**config.mk**
```make
export PLATFORM = sky130hd
export DESIGN_NAME = pipe_stage_elastic
export DESIGN_NICKNAME = d
export VERILOG_FILES = /design/src/rtl/pipe_stage_elastic.sv
export SDC_FILE = /design/constraint.sdc
export NUM_CORES = 1
export LEC_CHECK = 0
export BUFFER_PORTS_ARGS = -buffer_cell sky130_fd_sc_hd__buf_2
export CAP_MARGIN = 20
export CORE_ASPECT_RATIO = 0.9
export CORE_MARGIN = 1.5
export CORE_UTILIZATION = 39
export CTS_CLUSTER_DIAMETER = 30
export DETAILED_ROUTE_END_ITERATION = 12
export GPL_TIMING_DRIVEN = 0
export HOLD_SLACK_MARGIN = 0.05
export PLACE_DENSITY = 0.73
export SLEW_MARGIN = 15
export SYNTH_ARGS = -nofsm -noshare
export SYNTH_HDL_FRONTEND = slang
export SYNTH_SLANG_ARGS = --single-unit
```
**constraint.sdc**
```tcl
create_clock -name clk_i -period 1.49 [get_ports clk_i]
set_clock_uncertainty 0.2 [all_clocks]
set_input_delay 0.298 -clock clk_i [delete_from_list [all_inputs] [get_ports clk_i]]
set_output_delay 0.298 -clock clk_i [all_outputs]
set_load 0.1 [all_outputs]
```
**src/rtl/pipe_stage_elastic.sv**
```systemverilog
// pipe_stage_elastic
//   Elastic pipeline register between two processor stages. Carries a
//   control bundle and a data bundle through DEPTH register slots. Slot 0
//   sits on the input side and slot DEPTH-1 drives the outputs. An invalid
//   slot always presents an all-zero control bundle, which is a NOP bubble
//   to the next stage.
//
//   Handshake: a beat moves on any cycle where valid and ready are both 1.
//   in_ready_o never depends on in_valid_i. out_valid_o never waits for
//   out_ready_i. in_ready_o is combinational from out_ready_i through the
//   slot advance chain, which gives full throughput.
//
// Parameters
//   DATA_W      width of the data bundle
//   CTRL_W      width of the control bundle
//   DEPTH       number of register slots (1..8)
//   CLEAR_DATA  1: a flush also zeroes data. 0: a flush clears valid/ctrl only.
//
// Ports
//   clk_i        clock, rising edge
//   rst_i        asynchronous reset, active low
//   in_valid_i   upstream presents a beat
//   in_ready_o   block accepts the beat this cycle
//   in_ctrl_i    control bundle in
//   in_data_i    data bundle in
//   out_valid_o  last slot holds a valid beat (masked while stalled)
//   out_ready_i  downstream takes the beat
//   out_ctrl_o   control of the last slot, zero when out_valid_o is 0
//   out_data_o   data of the last slot, not masked
//   stall_i      freeze every slot
//   flush_i      kill every in-flight beat (overrides stall_i)
//   occupancy_o  number of valid slots, registered
module pipe_stage_elastic #(
  parameter int DATA_W     = 32,
  parameter int CTRL_W     = 16,
  parameter int DEPTH      = 1,
  parameter bit CLEAR_DATA = 1'b0
) (
  input  logic                       clk_i,
  input  logic                       rst_i,
  input  logic                       in_valid_i,
  output logic                       in_ready_o,
  input  logic [CTRL_W-1:0]          in_ctrl_i,
  input  logic [DATA_W-1:0]          in_data_i,
  output logic                       out_valid_o,
  input  logic                       out_ready_i,
  output logic [CTRL_W-1:0]          out_ctrl_o,
  output logic [DATA_W-1:0]          out_data_o,
  input  logic                       stall_i,
  input  logic                       flush_i,
  output logic [$clog2(DEPTH+1)-1:0] occupancy_o
);

  localparam int OCC_W = $clog2(DEPTH + 1);

  logic [DEPTH-1:0]  v_q;
  logic [DEPTH-1:0]  v_d;
  logic [DEPTH-1:0]  adv;
  logic [CTRL_W-1:0] ctrl_q [DEPTH];
  logic [CTRL_W-1:0] ctrl_d [DEPTH];
  logic [DATA_W-1:0] data_q [DEPTH];
  logic [DATA_W-1:0] data_d [DEPTH];
  logic [OCC_W-1:0]  occ_q;
  logic [OCC_W-1:0]  occ_d;

  // A slot may load when it is empty or when the slot after it moves.
  // Evaluating from the output side toward the input gives the ripple.
  // Because empty slots always advance, gaps close under backpressure.
  always_comb begin
    logic chain;
    chain = out_ready_i;
    adv   = '0;
    for (int k = DEPTH - 1; k >= 0; k--) begin
      chain  = ~v_q[k] | chain;
      adv[k] = chain;
    end
  end

  // Next slot contents. Flush wins over stall. Stall freezes everything.
  // An advancing slot copies its upstream neighbour whole, including the
  // data of an invalid neighbour.
  always_comb begin
    v_d    = v_q;
    ctrl_d = ctrl_q;
    data_d = data_q;
    if (flush_i) begin
      v_d = '0;
      for (int k = 0; k < DEPTH; k++) begin
        ctrl_d[k] = '0;
        if (CLEAR_DATA) begin
          data_d[k] = '0;
        end
      end
    end else if (!stall_i) begin
      if (adv[0]) begin
        v_d[0]    = in_valid_i;
        ctrl_d[0] = in_ctrl_i;
        data_d[0] = in_data_i;
      end
      for (int k = 1; k < DEPTH; k++) begin
        if (adv[k]) begin
          v_d[k]    = v_q[k-1];
          ctrl_d[k] = ctrl_q[k-1];
          data_d[k] = data_q[k-1];
        end
      end
    end
  end

  // Occupancy is the population count of the next valid vector. It is
  // registered alongside the slots, so it always matches them.
  always_comb begin
    occ_d = '0;
    for (int k = 0; k < DEPTH; k++) begin
      occ_d = occ_d + OCC_W'(v_d[k]);
    end
  end

  always_ff @(posedge clk_i or negedge rst_i) begin
    if (!rst_i) begin
      v_q   <= '0;
      occ_q <= '0;
      for (int k = 0; k < DEPTH; k++) begin
        ctrl_q[k] <= '0;
        data_q[k] <= '0;
      end
    end else begin
      v_q   <= v_d;
      occ_q <= occ_d;
      for (int k = 0; k < DEPTH; k++) begin
        ctrl_q[k] <= ctrl_d[k];
        data_q[k] <= data_d[k];
      end
    end
  end

  // During a flush the last slot still shows valid, even if stalled. The
  // downstream stage sees the same flush and drops that beat itself.
  assign out_valid_o = v_q[DEPTH-1] & (flush_i | ~stall_i);
  assign out_ctrl_o  = out_valid_o ? ctrl_q[DEPTH-1] : '0;
  assign out_data_o  = data_q[DEPTH-1];
  // Gating with rst_i holds ready low during reset, when the cleared slots
  // would otherwise report ready.
  assign in_ready_o  = rst_i & ~stall_i & ~flush_i & adv[0];
  assign occupancy_o = occ_q;

endmodule
```
## Word-level counts from Yosys, hierarchy flattened

Index checks and enable logic that the tools add are counted.

- Input bits: 54
- Word-level logic and storage cells: 23
- Flip-flop bits (word level): 49

- Reduce and logical (&&, ||, !) cells: 3
- Equality and inequality tests: 1
- Muxes and demuxes: 7
- Bitwise gates (word level): 9

Operators with widths:

| cell | count |
|---|---|
| two-way mux 16 bit | 4 |
| bitwise AND 1 bit | 4 |
| two-way mux 1 bit | 3 |
| inverter 1 bit | 3 |
| AND reduction 3 bit | 1 |
| != test 2 x 1 -> 1 bit, second input constant | 1 |
| OR 1 bit | 2 |
| AND reduction 2 bit | 1 |
| nonzero test 2 bit | 1 |

## Depth between registers and ports, before layout

Gate-level depths: netlist of run 1.

- Word-level depth: 5
- Depth in mapped cells: 4
- Mapped depth without buffers: 3

## Least setup slack after synthesis of run 1

No wires, ideal clock.

- Path type: register to output
- Start: register, netlist name occupancy_o
- End: output out_ctrl_o[10]
- Cell stages (with the launch flop): 4
- Arrival time: 2.675 ns
- Data required time: 0.992 ns
- Slack: -1.683 ns
- Buffers on the path: 1
- Cell sequence: dfrtp_1 > a21boi_2 > buf_2 > and2_1

RTL lines:

| element | RTL line | source |
|---|---|---|
| end: declaration | 47 | `output logic [CTRL_W-1:0] out_ctrl_o,` |

==> impl_metrics.csv, run 1 <==
group,metric,value,unit
outcome,status,"finished, violations left",
outcome,violations,"hold timing, setup timing",
critical_path,crit_type,"flip-flop to output pin",
floorplanning,core_area,5380,um^2
yosys,synth_top_cells_by_count,"dfrtp_1 (49), nand2_1 (32), mux2_4 (30), and2_1 (16), mux2i_1 (16)",
global_route,antenna_found_initial,0,
clock_network,clock-root-buffer,"clkbuf_8",
critical_path,max_stage_delay,0.48,ns
clock_network,cts_tree,"done",
clock_network,clockBufferDepth,2,
drt,drt-total-wl,7080,um
global_route,grt_pass1_wl,9890,um
hold_path,hp-class,"input port to asynchronous set/reset pin",
yosys,syn_nets,218,
global_route,gr-max-usage-layer,"met2",
yosys,yosys.area.top_type,"dfrtp_1",
critical_path,arrival,1.50,ns
yosys,synth_seq_cells,49,
drt,vias,1886,
sta,finalHoldViolCount,49,
placement,port_buffers,104,
yosys,yosysWarnings,0,
global_route,grt_pass1_vias,1955,
sta,tightestPinTransition,0.478,ns
critical_path,crit_fanout,5,
sta,fin_crit,2.00,ns
yosys,synthArstFlopShare,1.00,
clock_network,cts.sinks,49,
critical_path,critical_path.startpoint_type,"flip-flop",
power_and_ir_drop,p_leak,2.12,nW
finish,synthToLayoutAreaGrowth,92.4,%
yosys,synth.area.top_cells,"dfrtp_1 (55%), mux2_4 (20%), mux2i_1 (7.2%)",
yosys,syn_area_per_cell,13.5,um^2
drt,drtPass1Iterations,4,
floorplanning,die-area,6150,um^2
sta,slew_headroom,0.681,
finish,drive_gt1_frac,0.576,
critical_path,crit_buf_inv,3,
sta,drv_slew,0,
critical_path,cp-end-kind,"output pin",
clock_network,insertion_delay,0.30,ns
critical_path,cp_common_cell,"buf_12",
global_route,track_usage,0.222,
floorplanning,fp-row-count,25,
drt,drc,0,
yosys,synth_top_area_share,0.553,
yosys,synth_seq_area_share,0.553,
sta,post-route-period-util,1.34,
yosys,syn_area,2220,um^2
flow_run,maxCapViolations,0,
yosys,yosysMostFrequentCell,"dfrtp_1",
drt,viasPerCell,4.69,
clock_network,cts.htree.levels,2,
yosys,synth.distinct_cells,19,
floorplanning,start_util,0.412,
floorplanning,chipWidth,82.5,um
critical_path,worstPathCellList,"a21boi_4 -> buf_12 -> buf_16 -> and2_4 -> buf_12",
global_route,use_met2,0.387,
yosys,syn-instance-count,164,
critical_path,worstPathRequired,0.99,ns
placement,placed_area,2900,um^2
power_and_ir_drop,total_power,0.00480,W
clock_network,cts_inserted_buffers,5,
finish,insertedDiodeCount,0,
yosys,synth_edf_count,0,
global_route,grt_use_met1,0.264,
floorplanning,fp.dieH,74.5,um
finish,layout.nets,388,
sta,clock.fmax,500,MHz
sta,hold_ws,-0.287,ns
clock_network,clkTransAtPathRegs,0.10,ns
global_route,grt_max_degree,51,
critical_path,crit_slowest_cell,"dfrtp_4",
sta,setup_ws,-0.508,ns
floorplanning,ioPinCount,105,
drt,antenna_left,0,
drt,drt_iter0_drc,47,
finish,final_design_area_no_fill,4270,um^2
critical_path,cp_top_family,"flip-flops",
global_route,overflow,0,
power_and_ir_drop,p_per_area,1120,nW/um^2
placement,gp_congestion,0.738,
yosys,ys.flop_type,"dfrtp_1",
finish,utilization,0.793,
drt,wl_per_cell,17.6,um
sta,finalSetupViolCount,68,
placement,hpwl,3280,um
global_route,grt.met3_usage,0.0687,
sta,grt_setup_unrepaired,"true",
power_and_ir_drop,irDropWorstVdd,0.923,mV
## cell type report
class / count / area [um^2]
Tap cell: 67 / 83.8
Inverter: 2 / 7.51
Clock inverter: 2 / 16.3
Buffer: 8 / 106
Fill cell: 306 / 1110
Multi-Input combinational cell: 105 / 993
Timing Repair Buffer: 163 / 1750
Sequential cell: 49 / 1230
Clock buffer: 6 / 82.6
## flip-flops by register name (all words and copies together), names as in the netlist
name	cells
occupancy_o	1
out_data_o	32
ctrl_q	16
## metal layers
layer	vias up	wire [um]
met2	81	3790
met1	917	2760
met3	9	444
met4	0	91
li1	879	-
met5	-	0
## path summary, 6_finish.rpt
path                           startpoint             end  slack, ns  cells past startpoint
min in group clk_i          in_ctrl_i[11]      ctrl_q[11]       0.06                      3
max in group asynchronous           rst_i     occupancy_o       1.03                      1
setup reg to reg              occupancy_o  out_data_o[28]      -0.40                      8
hold reg to reg            out_data_o[12]  out_data_o[12]       0.32                      1
setup / recovery              occupancy_o   out_ctrl_o[9]      -0.51                      5
hold / removal                      rst_i  out_data_o[23]      -0.29                      1
## power breakdown
group	internal, W	switching (W)	leakage, nW
Sequential	0.00150	0.000147	0.600
Combinational	0.000806	0.00150	1.47
Clock	0.000383	0.000457	0.0478
Total	0.00269	0.00210	2.12
## metrics by stage
step | std cells | setup TNS, ns | hold WS, ns | setup WS, ns
after global routing | 402 | -25.56 | -0.269 | -0.554
after floorplan | 164 | -15.14 | -0.198 | -0.502
final | 402 | -22.78 | -0.287 | -0.508
after global placement | 335 | -10.63 | 0.285 | -0.957
after detailed placement | 335 | -11.24 | 0.287 | -0.973
after CTS | 397 | -16.44 | -0.271 | -0.519
## cell families after synthesis
kind of cell	after synthesis	synth area share
and+or+nand+nor	53	0.113
muxes	48	0.286
buffers and inverters	10	0.0310
DFF	49	0.553
AOI/OAI and AO/OA	4	0.0169
## cells in the final DEF (no fill, tap or decap), types with 2 or more instances in the layout
| cell type | synthesis | routed |
|---|---|---|
| mux2_4 | 30 | 30 |
| buf_8 | 0 | 4 |
| mux2_2 | 2 | 2 |
| clkbuf_8 | 0 | 6 |
| dfrtp_1 | 49 | 48 |
| buf_16 | 0 | 5 |
| mux2i_1 | 16 | 15 |
| clkbuf_1 | 3 | 3 |
| buf_12 | 0 | 27 |
| buf_4 | 0 | 6 |
| and2_2 | 0 | 5 |
| and2_4 | 0 | 11 |
| dlygate4sd3_1 | 0 | 40 |
| buf_6 | 4 | 33 |
| nand2_1 | 32 | 32 |
| buf_2 | 1 | 52 |
## repair_timing
item | in CTS | in global routing
hold buffers | 39 | 1
endpoints found under the hold margin | 89 | 50
endpoints found under the setup margin | 91 | 96
cloned | 5 | 0
resized for setup | 123 | 39
pin swaps | 1 | 1
setup buffers | 10 | 4
Power figures use the tool's default switching activity.
==> run 2, diff against run 1 <==
- CELL_PAD_IN_SITES_DETAIL_PLACEMENT: unset -> 0
- CELL_PAD_IN_SITES_GLOBAL_PLACEMENT: unset -> 1
- CORE_UTILIZATION: 39 -> 32
- PLACE_DENSITY: 0.73 -> 0.77
==> run 2 against run 1 <==
- the run still ends with hold timing, setup timing left
- clock power fell by 7.4%
- final area grew 2.3%
- die area increased by 21%
- maximum frequency increased by 3.1%
- cell count up 8.5%
- power fell by 1.7%
- largest power group unchanged
==> impl_metrics.csv, run 2 (synthesized netlist as in run 1, its figures left out) <==
group,metric,value,unit
finish,fill_cells,475,
outcome,violations,"hold timing, setup timing",
critical_path,r2r_end,"out_data_o[12]",
floorplanning,ioPinCount,105,
sta,hold_ws,-0.0332,ns
sta,grt_setup_unrepaired,"true",
sta,fin_crit,1.94,ns
critical_path,worstPathRequired,0.99,ns
floorplanning,chipWidth,90.7,um
sta,finalSetupViolCount,86,
floorplanning,die-area,7440,um^2
global_route,grt_max_degree,32,
floorplanning,core_area,6660,um^2
critical_path,arrival,1.44,ns
drt,drc,0,
finish,final_common_cell,"buf_2",
sta,tightestPinTransition,0.893,ns
global_route,overflow,0,
clock_network,cts.htree.levels,2,
drt,viasPerCell,4.39,
hold_path,hp-class,"input port to asynchronous set/reset pin",
placement,hpwl,3430,um
placement,dp.cells,359,
drt,wl_per_cell,15.3,um
power_and_ir_drop,irDropWorstVdd,0.774,mV
finish,largest_reg_flops,32,
global_route,track_usage,0.179,
clock_network,cts_inserted_buffers,5,
placement,gp_congestion,0.705,
clock_network,cts.sinks,49,
clock_network,clockBufferDepth,2,
clock_network,insertion_delay,0.30,ns
floorplanning,start_util,0.333,
global_route,grt_pass1_wl,10100,um
clock_network,clock-root-buffer,"clkbuf_8",
placement,port_buffers,104,
critical_path,crit_fanout,6,
critical_path,critPathLaunch,"occupancy_o",
outcome,status,"finished, violations left",
finish,layout.nets,399,
critical_path,ff2ff_path_depth,7,
sta,setup_ws,-0.448,ns
clock_network,cts_tree,"done",
finish,synthToLayoutAreaGrowth,96.8,%
sta,finalHoldViolCount,30,
finish,insertedDiodeCount,0,
drt,antenna_left,0,
drt,drt-total-wl,6660,um
critical_path,max_stage_delay,0.42,ns
clock_network,clkTransAtPathRegs,0.10,ns
flow_run,maxCapViolations,0,
critical_path,crit_cells,4,
critical_path,setup.worst_path.end,"out_ctrl_o[13]",
critical_path,rr_startpoint,"occupancy_o",
finish,layout_common_cells,"buf_2 (52), dlygate4sd3_1 (50), dfrtp_1 (48)",
sta,post-route-period-util,1.30,
sta,drv_slew,0,
global_route,antenna_found_initial,0,
floorplanning,fp.dieH,82.0,um
critical_path,crit_type,"flip-flop to output pin",
global_route,grt_pass1_vias,1978,
critical_path,worstPathCellList,"a21boi_4 -> buf_6 -> and2_4 -> buf_12",
critical_path,crit_slowest_cell,"dfrtp_4",
critical_path,crit_buf_inv,2,
critical_path,cp-end-kind,"output pin",
drt,vias,1912,
power_and_ir_drop,p_leak,2.15,nW
critical_path,critical_path.startpoint_type,"flip-flop",
finish,drive_gt1_frac,0.555,
critical_path,cp_top_family,"flip-flops",
finish,finalNonFillerCells,436,
sta,clock.fmax,516,MHz
drt,drtPass1Iterations,4,
power_and_ir_drop,p_per_area,1080,nW/um^2
sta,slew_headroom,0.403,
finish,utilization,0.655,
critical_path,r2r_setup_slack,-0.30,ns
floorplanning,fp-row-count,28,
drt,drt_iter0_drc,24,
==> run 2: through the flow <==
step                      setup TNS [ns]  total power [W]  setup slack [ns]  area (um^2)  hold WS [ns]
final                             -21.47          0.00471            -0.448         4360       -0.0332
after floorplan                   -15.14          0.00312            -0.502         2290        -0.198
after CTS                         -23.20          0.00460            -0.519         4220        -0.332
after detailed placement          -10.94          0.00345            -0.672         2940        0.0927
after global placement            -12.37          0.00344             -1.00         2920         0.283
after global routing              -28.15          0.00489            -0.523         4360       -0.0317
==> run 2: layout make-up <==
| type | count | area [um^2] | share of cell area |
|---|---|---|---|
| Buffer | 7 | 86.3 | 0.0198 |
| Clock buffer | 6 | 72.6 | 0.0166 |
| Clock inverter | 2 | 15.0 | 0.00344 |
| Inverter | 2 | 7.51 | 0.00172 |
| Multi-Input combinational cell | 105 | 995 | 0.228 |
| Sequential cell | 49 | 1230 | 0.282 |
| Tap cell | 90 | 113 | 0.0258 |
| Timing Repair Buffer | 175 | 1840 | 0.423 |
==> run 2: routing by layer <==
| layer | GRT usage | vias up | share of wire |
|---|---|---|---|
| li1 | - | 908 | - |
| met1 | 0.219 | 917 | 0.43 |
| met2 | 0.307 | 78 | 0.49 |
| met3 | 0.0537 | 9 | 0.066 |
| met4 | 0.0571 | 0 | 0.018 |
| met5 | 0 | - | 0 |
==> run 2: worst min-delay path by stage <==
stage / cells past startpoint / endpoint / startpoint
2_1_floorplan: 0 / ctrl_q[0] / rst_i
3_3_place_gp: 1 / out_data_o[30] / out_data_o[30]
3_5_place_dp: 1 / out_data_o[23] / rst_i
4_1_cts: 1 / out_data_o[23] / rst_i
5_1_grt: 5 / out_data_o[24] / rst_i
6_report: 5 / out_data_o[24] / rst_i
==> run 2: timing repair <==
| item | CTS | global route |
|---|---|---|
| gates resized for setup | 129 | 37 |
| pin swaps | 1 | 7 |
| hold endpoints to repair | 97 | 49 |
| buffers inserted | 13 | 1 |
| hold buffers | 49 | 4 |
| cloned | 5 | 0 |
| setup endpoints to repair | 91 | 95 |
==> run 2: power by group <==
part | leakage, nW | total (W) | internal [W] | switching [W]
Combinational | 1.51 | 0.00230 | 0.000812 | 0.00149
Clock | 0.0374 | 0.000778 | 0.000332 | 0.000446
Sequential | 0.600 | 0.00164 | 0.00150 | 0.000134
==> run 2: worst reg2reg max path, delay by kind of cell (launching register included) <==
| kind | cells | cell delay, ns |
|---|---|---|
| buf+inv | 4 | 0.56 |
| flops | 1 | 0.48 |
| mux | 1 | 0.29 |
| simple gates | 2 | 0.14 |
